`config.mk`:
```
export PLATFORM = sky130hd
export DESIGN_NAME = sa_input_skew_feeder
export DESIGN_NICKNAME = d
export VERILOG_FILES = /design/src/rtl/sa_input_skew_feeder_pkg.sv /design/src/rtl/sa_input_skew_feeder_delay.sv /design/src/rtl/sa_input_skew_feeder.sv
export SDC_FILE = /design/constraint.sdc
export NUM_CORES = 2
export LEC_CHECK = 0
export ABC_AREA = 1
export CORE_MARGIN = 5
export CORE_UTILIZATION = 59
export CTS_CLUSTER_DIAMETER = 30
export CTS_CLUSTER_SIZE = 10
export DETAILED_ROUTE_END_ITERATION = 8
export GPL_TIMING_DRIVEN = 1
export MAX_ROUTING_LAYER = met4
export PLACE_DENSITY = 0.8
export SYNTH_ARGS = -nofsm -noshare
export SYNTH_HDL_FRONTEND = slang
export SYNTH_HIERARCHICAL = 1
export SYNTH_SLANG_ARGS = --single-unit
```
`constraint.sdc`:
```
create_clock -name clk -period 2.6 [get_ports clk]
set_input_delay 0.52 -clock clk [delete_from_list [all_inputs] [get_ports clk]]
set_output_delay 0.52 -clock clk [all_outputs]
set_load 0.01 [all_outputs]
```
`src/rtl/sa_input_skew_feeder_pkg.sv`:
```
// sa_input_skew_feeder shared definitions
// lane slicing helpers, default geometry, FSM states
package sa_input_skew_feeder_pkg;

  localparam int DEF_DATA_WIDTH = 8;
  localparam int DEF_PE_SIZE    = 16;
  localparam int DEF_ROWS       = 64;
  localparam int DEF_ADDR_WIDTH = 10;

  typedef enum logic [1:0] {
    IDLE  = 2'd0,
    READ  = 2'd1,
    DRAIN = 2'd2,
    DONE  = 2'd3
  } feed_state_t;

  // lane 0 sits in the MSBs of a packed word
  function automatic int lane_lsb(
    input int lane,
    input int dw,
    input int pe
  );
    return (pe - 1 - lane) * dw;
  endfunction

endpackage

```
`src/rtl/sa_input_skew_feeder_delay.sv`:
```
// skew_delay_line: per-lane shift register
// DEPTH 0 is a plain wire, hold when en is low
module skew_delay_line
  import sa_input_skew_feeder_pkg::*;
#(
  parameter int DEPTH = 1,
  parameter int WIDTH = 8
) (
  input  logic             clk,
  input  logic             rst_n,
  input  logic             en,
  input  logic [WIDTH-1:0] din,
  output logic [WIDTH-1:0] dout
);

  if (DEPTH == 0) begin : g_pass
    logic unused_ctl;
    assign unused_ctl = ^{clk, rst_n, en};
    assign dout = din;
  end else begin : g_sr
    logic [WIDTH-1:0] sr_q [DEPTH];

    // shift one slot per enabled cycle
    always_ff @(posedge clk or negedge rst_n) begin
      if (!rst_n) begin
        for (int i = 0; i < DEPTH; i++)
          sr_q[i] <= '0;
      end else if (en) begin
        sr_q[0] <= din;
        for (int i = 1; i < DEPTH; i++)
          sr_q[i] <= sr_q[i-1];
      end
    end

    assign dout = sr_q[DEPTH-1];
  end

endmodule

```
`src/rtl/sa_input_skew_feeder.sv`:
```
// sa_input_skew_feeder: BRAM rows -> skewed lane FIFOs
// lane i lags lane 0 by i cycles, any full lane stalls all
module sa_input_skew_feeder
  import sa_input_skew_feeder_pkg::*;
#(
  parameter int DATA_WIDTH     = DEF_DATA_WIDTH,
  parameter int PE_SIZE        = DEF_PE_SIZE,
  parameter int ROWS           = DEF_ROWS,
  parameter int MEM_ADDR_WIDTH = DEF_ADDR_WIDTH
) (
  input  logic                          clk,
  input  logic                          rst_n,
  input  logic                          start_i,
  input  logic [MEM_ADDR_WIDTH-1:0]     base_addr_i,
  output logic                          mem_ce0,
  output logic [MEM_ADDR_WIDTH-1:0]     mem_addr0,
  input  logic [DATA_WIDTH*PE_SIZE-1:0] mem_q0,
  output logic [PE_SIZE-1:0]            wren_o,
  output logic [DATA_WIDTH*PE_SIZE-1:0] wdata_o,
  input  logic [PE_SIZE-1:0]            full_i,
  output logic                          busy_o,
  output logic                          done_o
);

  localparam int W  = DATA_WIDTH * PE_SIZE;
  localparam int RW = $clog2(ROWS + 1);

  feed_state_t state_q, state_d;

  logic [MEM_ADDR_WIDTH-1:0] base_q;
  logic [RW-1:0]             rd_cnt_q;
  logic [RW-1:0]             wr_cnt_q;
  logic                      rd_pend_q;
  logic                      hold_v_q;
  logic [W-1:0]              hold_q;
  logic [W-1:0]              s0_q;
  logic [PE_SIZE-1:0]        vld_q;
  logic                      done_q;

  logic         stall;
  logic         adv;
  logic         accept;
  logic         last_rd;
  logic         last_wr;
  logic         in_v;
  logic [W-1:0] in_data;

  assign stall  = |full_i;
  assign adv    = ~stall;
  assign accept = start_i && (state_q == IDLE) && !done_q;

  assign mem_ce0   = (state_q == READ) && adv;
  assign mem_addr0 = base_q + MEM_ADDR_WIDTH'(rd_cnt_q);

  assign last_rd = (rd_cnt_q == RW'(ROWS - 1));
  assign last_wr = wren_o[PE_SIZE-1]
                && (wr_cnt_q == RW'(ROWS - 1));

  // a parked word always wins: no read can be in flight with it
  assign in_v    = rd_pend_q | hold_v_q;
  assign in_data = hold_v_q ? hold_q : mem_q0;

  assign wren_o = adv ? vld_q : '0;
  assign busy_o = (state_q != IDLE) || done_q;
  assign done_o = done_q;

  // next-state decode
  always_comb begin
    state_d = state_q;
    unique case (state_q)
      IDLE:    if (accept) state_d = READ;
      READ:    if (mem_ce0 && last_rd) state_d = DRAIN;
      DRAIN:   if (last_wr) state_d = DONE;
      DONE:    state_d = IDLE;
      default: state_d = IDLE;
    endcase
  end

  // control state, counters and read tracking
  always_ff @(posedge clk or negedge rst_n) begin
    if (!rst_n) begin
      state_q   <= IDLE;
      base_q    <= '0;
      rd_cnt_q  <= '0;
      wr_cnt_q  <= '0;
      rd_pend_q <= 1'b0;
      done_q    <= 1'b0;
    end else begin
      state_q   <= state_d;
      done_q    <= (state_q == DONE);
      rd_pend_q <= mem_ce0;
      if (accept) begin
        base_q   <= base_addr_i;
        rd_cnt_q <= '0;
        wr_cnt_q <= '0;
      end else begin
        if (mem_ce0)
          rd_cnt_q <= rd_cnt_q + RW'(1);
        if (wren_o[PE_SIZE-1])
          wr_cnt_q <= wr_cnt_q + RW'(1);
      end
    end
  end

  // park a word that lands while the lanes are stalled
  always_ff @(posedge clk or negedge rst_n) begin
    if (!rst_n) begin
      hold_v_q <= 1'b0;
      hold_q   <= '0;
    end else if (adv) begin
      hold_v_q <= 1'b0;
    end else if (rd_pend_q) begin
      hold_v_q <= 1'b1;
      hold_q   <= mem_q0;
    end
  end

  // stage 0 word register and skew valid chain
  always_ff @(posedge clk or negedge rst_n) begin
    if (!rst_n) begin
      s0_q  <= '0;
      vld_q <= '0;
    end else if (adv) begin
      if (in_v)
        s0_q <= in_data;
      vld_q <= {vld_q[PE_SIZE-2:0], in_v};
    end
  end

  for (genvar g = 0; g < PE_SIZE; g++) begin : g_lane
    localparam int LSB = lane_lsb(g, DATA_WIDTH, PE_SIZE);

    skew_delay_line #(
      .DEPTH (g),
      .WIDTH (DATA_WIDTH)
    ) u_dly (
      .clk   (clk),
      .rst_n (rst_n),
      .en    (adv),
      .din   (s0_q[LSB +: DATA_WIDTH]),
      .dout  (wdata_o[LSB +: DATA_WIDTH])
    );
  end

endmodule

```
==> results.sh <==
export IMPL_dp_hpwl_mm=64.2
export IMPL_status="finished, violations left"
export IMPL_insertion_delay_ns=0.78
export IMPL_crit_path_end_kind="primary output"
export IMPL_core_mm2=0.0853
export IMPL_synth_seq_cells=1261
export IMPL_post_route_min_period_ns=2.95
export IMPL_die_w_um=303
export IMPL_slew_viol_final=0
export IMPL_track_usage_pct=25.5
export IMPL_worstPathArrival_ns=2.43
export IMPL_syn_instance_count=5725
export IMPL_detail_route_wirelength_mm=111
export IMPL_drc=0
export IMPL_syn_cell_area_mm2=0.0508
export IMPL_antenna_found_initial=0
export IMPL_gp_congestion=0.803
export IMPL_cp_start_kind="flip-flop"
export IMPL_nets=6156
export IMPL_rsz0062_at_grt="yes"
export IMPL_cp_max_fo=3
export IMPL_crit_type="flip-flop to primary output"
export IMPL_clkTransAtPathRegs_ns=0.05
export IMPL_grt_pass1_vias=38600
export IMPL_synth_nets=5897
export IMPL_wl_per_cell_um=15.2
export IMPL_die_h_um=303
export IMPL_worstMarginPinSlew_ns=0.910
export IMPL_fillCellCount=5637
export IMPL_io_pins=314
export IMPL_leakage_nw=33.4
export IMPL_h_tree_depth=4
export IMPL_synth_edf_count=0
export IMPL_cts_root_buf="clkbuf_16"
export IMPL_worst_slack_ns=-0.346
export IMPL_finalHoldViolCount=0
export IMPL_grt_max_degree=84
export IMPL_initial_utilization_pct=59.5
export IMPL_max_cap_viol_count=0
export IMPL_drt_first_pass_iters=6
export IMPL_pre_cts_ws_ns=-0.234
export IMPL_via_per_inst=5.12
export IMPL_grt_pass1_wl_mm=188
export IMPL_violations="setup timing"
export IMPL_cp_required_ns=2.08
export IMPL_drt_initial_drc_count=2870
export IMPL_cts_sinks=1261
export IMPL_finalClockSkew_ns=0.0313
export IMPL_gr_total_overflow=0
export IMPL_ant_nets=0
export IMPL_placementRows=107
export IMPL_period_share_pct=113
export IMPL_design_area_mm2=0.0619
export IMPL_vdd_ir_drop_max_v=0.000680
export IMPL_synth_ff_type="dfrtp_1"
export IMPL_drive_above_1_share_pct=10.2
export IMPL_clockBufferDepth=3
export IMPL_seq_area_frac_synth_pct=62.2
export IMPL_synthArstFlopShare_pct=100
export IMPL_synth_cell_types=34
export IMPL_dieArea_mm2=0.0920
export IMPL_maxSlewHeadroom_pct=38.7
export IMPL_cts_tree="yes"
export IMPL_synth_yosys_warnings=6
export IMPL_vias=37400
export IMPL_finalSetupViolCount=8
export IMPL_dpl_cell_area_mm2=0.0543
export IMPL_area_delta_synth_final_pct=21.9
export IMPL_diodes=0
export IMPL_port_buffer_count=313
export IMPL_powerDensity_mw_per_mm2=805
export IMPL_hold_class="primary input to flip-flop"
export IMPL_cts_made_buffers=210
export IMPL_fmax_ghz=0.339
export IMPL_syn_avg_cell_area_um2=8.87
==> layer usage <==
layer | vias up | GRT usage [%] | wire [µm]
li1 | 17900 | - | -
met1 | 18200 | 32.0 | 45700
met2 | 1015 | 41.4 | 55900
met3 | 270 | 5.34 | 6110
met4 | 0 | 9.80 | 3490
met5 | - | - | 0
==> registers in the layout (all words and copies together) (netlist names) <==
| register | cells |
|---|---|
| g_lane.u_dly/g_sr.sr_q | 840 |
| hold_q | 128 |
| vld_q | 16 |
| base_q | 10 |
| rd_pend_q | 1 |
| done_o | 1 |
| s0_q | 128 |
| state_q | 2 |
| rd_cnt_q | 7 |
| hold_v_q | 1 |
| g_lane.u_dly/dout | 120 |
| wr_cnt_q | 7 |
==> final timing paths <==
path                                                       startpoint                                          to  slack, ns  cells past startpoint
setup / recovery                              rd_cnt_q[0]$_DFFE_PN0P_                                mem_addr0[8]      -0.35                      8
hold reg to reg            g_lane[12].u_dly/g_sr.sr_q[59]$_DFFE_PN0P_  g_lane[12].u_dly/g_sr.sr_q[51]$_DFFE_PN0P_       0.45                      2
setup reg to reg                                 hold_v_q$_DFFE_PN0P_                        s0_q[78]$_DFFE_PN0P_       0.66                      6
min in group asynchronous                                       rst_n                        vld_q[3]$_DFFE_PN0N_       0.32                      2
hold / removal                                         base_addr_i[9]                       base_q[9]$_DFFE_PN0P_       0.29                      3
max in group asynchronous                                       rst_n  g_lane[15].u_dly/g_sr.sr_q[64]$_DFFE_PN0P_       1.35                      3
==> placed cells by master (no fill, tap or decap), types with 25 or more instances in the layout <==
master | Yosys | layout
nand2_1 | 3288 | 3285
dfrtp_1 | 1261 | 1261
clkdlybuf4s50_1 | 0 | 284
o21ai_0 | 283 | 282
clkbuf_16 | 0 | 213
inv_1 | 173 | 169
o21ai_1 | 112 | 112
buf_4 | 149 | 82
buf_12 | 4 | 65
nand2_2 | 53 | 54
clkinv_2 | 0 | 38
nor2_1 | 33 | 30
clkbuf_1 | 34 | 30
clkbuf_8 | 14 | 29
bufinv_16 | 0 | 27
clkinvlp_4 | 0 | 25
==> power by group <==
| group | switching [mW] | internal, mW |
|---|---|---|
| Sequential | 0.0959 | 19.8 |
| Clock | 9.73 | 18.6 |
| Combinational | 1.01 | 0.664 |
| Total | 10.8 | 39.0 |
==> Yosys cell counts (7+ instances only) <==
library cell  count  area, µm²
ha_1             14        175
nand4_1           7       43.8
o21ai_1         112        561
nor2_1           33        124
nand3_1          20        100
buf_2           150        751
clkbuf_1         34        128
o21ai_0         283       1420
a21oi_1          10       50.1
inv_2             8       30.0
xor2_1            8       70.1
inv_1           173        649
nand2_2          53        332
nand2_1        3288      12300
dfrtp_1        1261      31600
clkbuf_8         14        193
o21bai_1         16        120
buf_4           149       1120
buf_6            61        687
==> worst max-delay path: stages, from the launching register on <==
cell and delay (ns):
dfrtp_1 0.38, ha_2 0.21, inv_2 0.04, fa_2 0.37, o21ai_4 0.20, nand3_1 0.10, nand2_1 0.08, xor2_1 0.14
buf_2 0.15
==> timing repair <==
item                       in CTS  in global routing
resized for setup              76                 27
buffers inserted                5                  4
cloned                          0                  0
hold buffers                    1                  0
hold endpoints to repair       43                  0
setup endpoints to repair      27                 19
pin swaps                      15                  9
==> kinds of logic after synthesis <==
family,synth area share [%]
compound gates,4.26
xor+xnor,0.207
fa+ha+maj,0.384
buf+inv,7.38
flops,62.2
simple gates,25.6
==> stage by stage <==
| stage | TNS [ns] | power, mW | hold slack, ns | utilization, % | instances |
|---|---|---|---|---|---|
| 6_report | -1.66 | 49.8 | 0.287 | 72.6 | 7312 |
| 5_1_grt | -2.55 | 51.5 | 0.253 | 72.6 | 7312 |
| 4_1_cts | -1.88 | 50.2 | 0.233 | 72.4 | 7309 |
| 3_5_place_dp | -71.03 | 21.8 | 0.458 | 63.6 | 6908 |
| 3_3_place_gp | -85.44 | 21.7 | 0.452 | 63.6 | 6908 |
| 2_1_floorplan | 0 | 20.7 | 0.224 | - | 5725 |
==> cell type report <==
type	instances	area (µm²)	share of cell area, %
clock buffers	272	5840	9.44
clock inverters	124	1610	2.60
well taps	1144	1430	2.31
multi-input cells	3857	15600	25.3
flip-flops and latches	1261	31600	51.0
inverters	191	785	1.27
repair buffers	463	5020	8.12
Note: power is estimated with default switching activity, not from simulation.
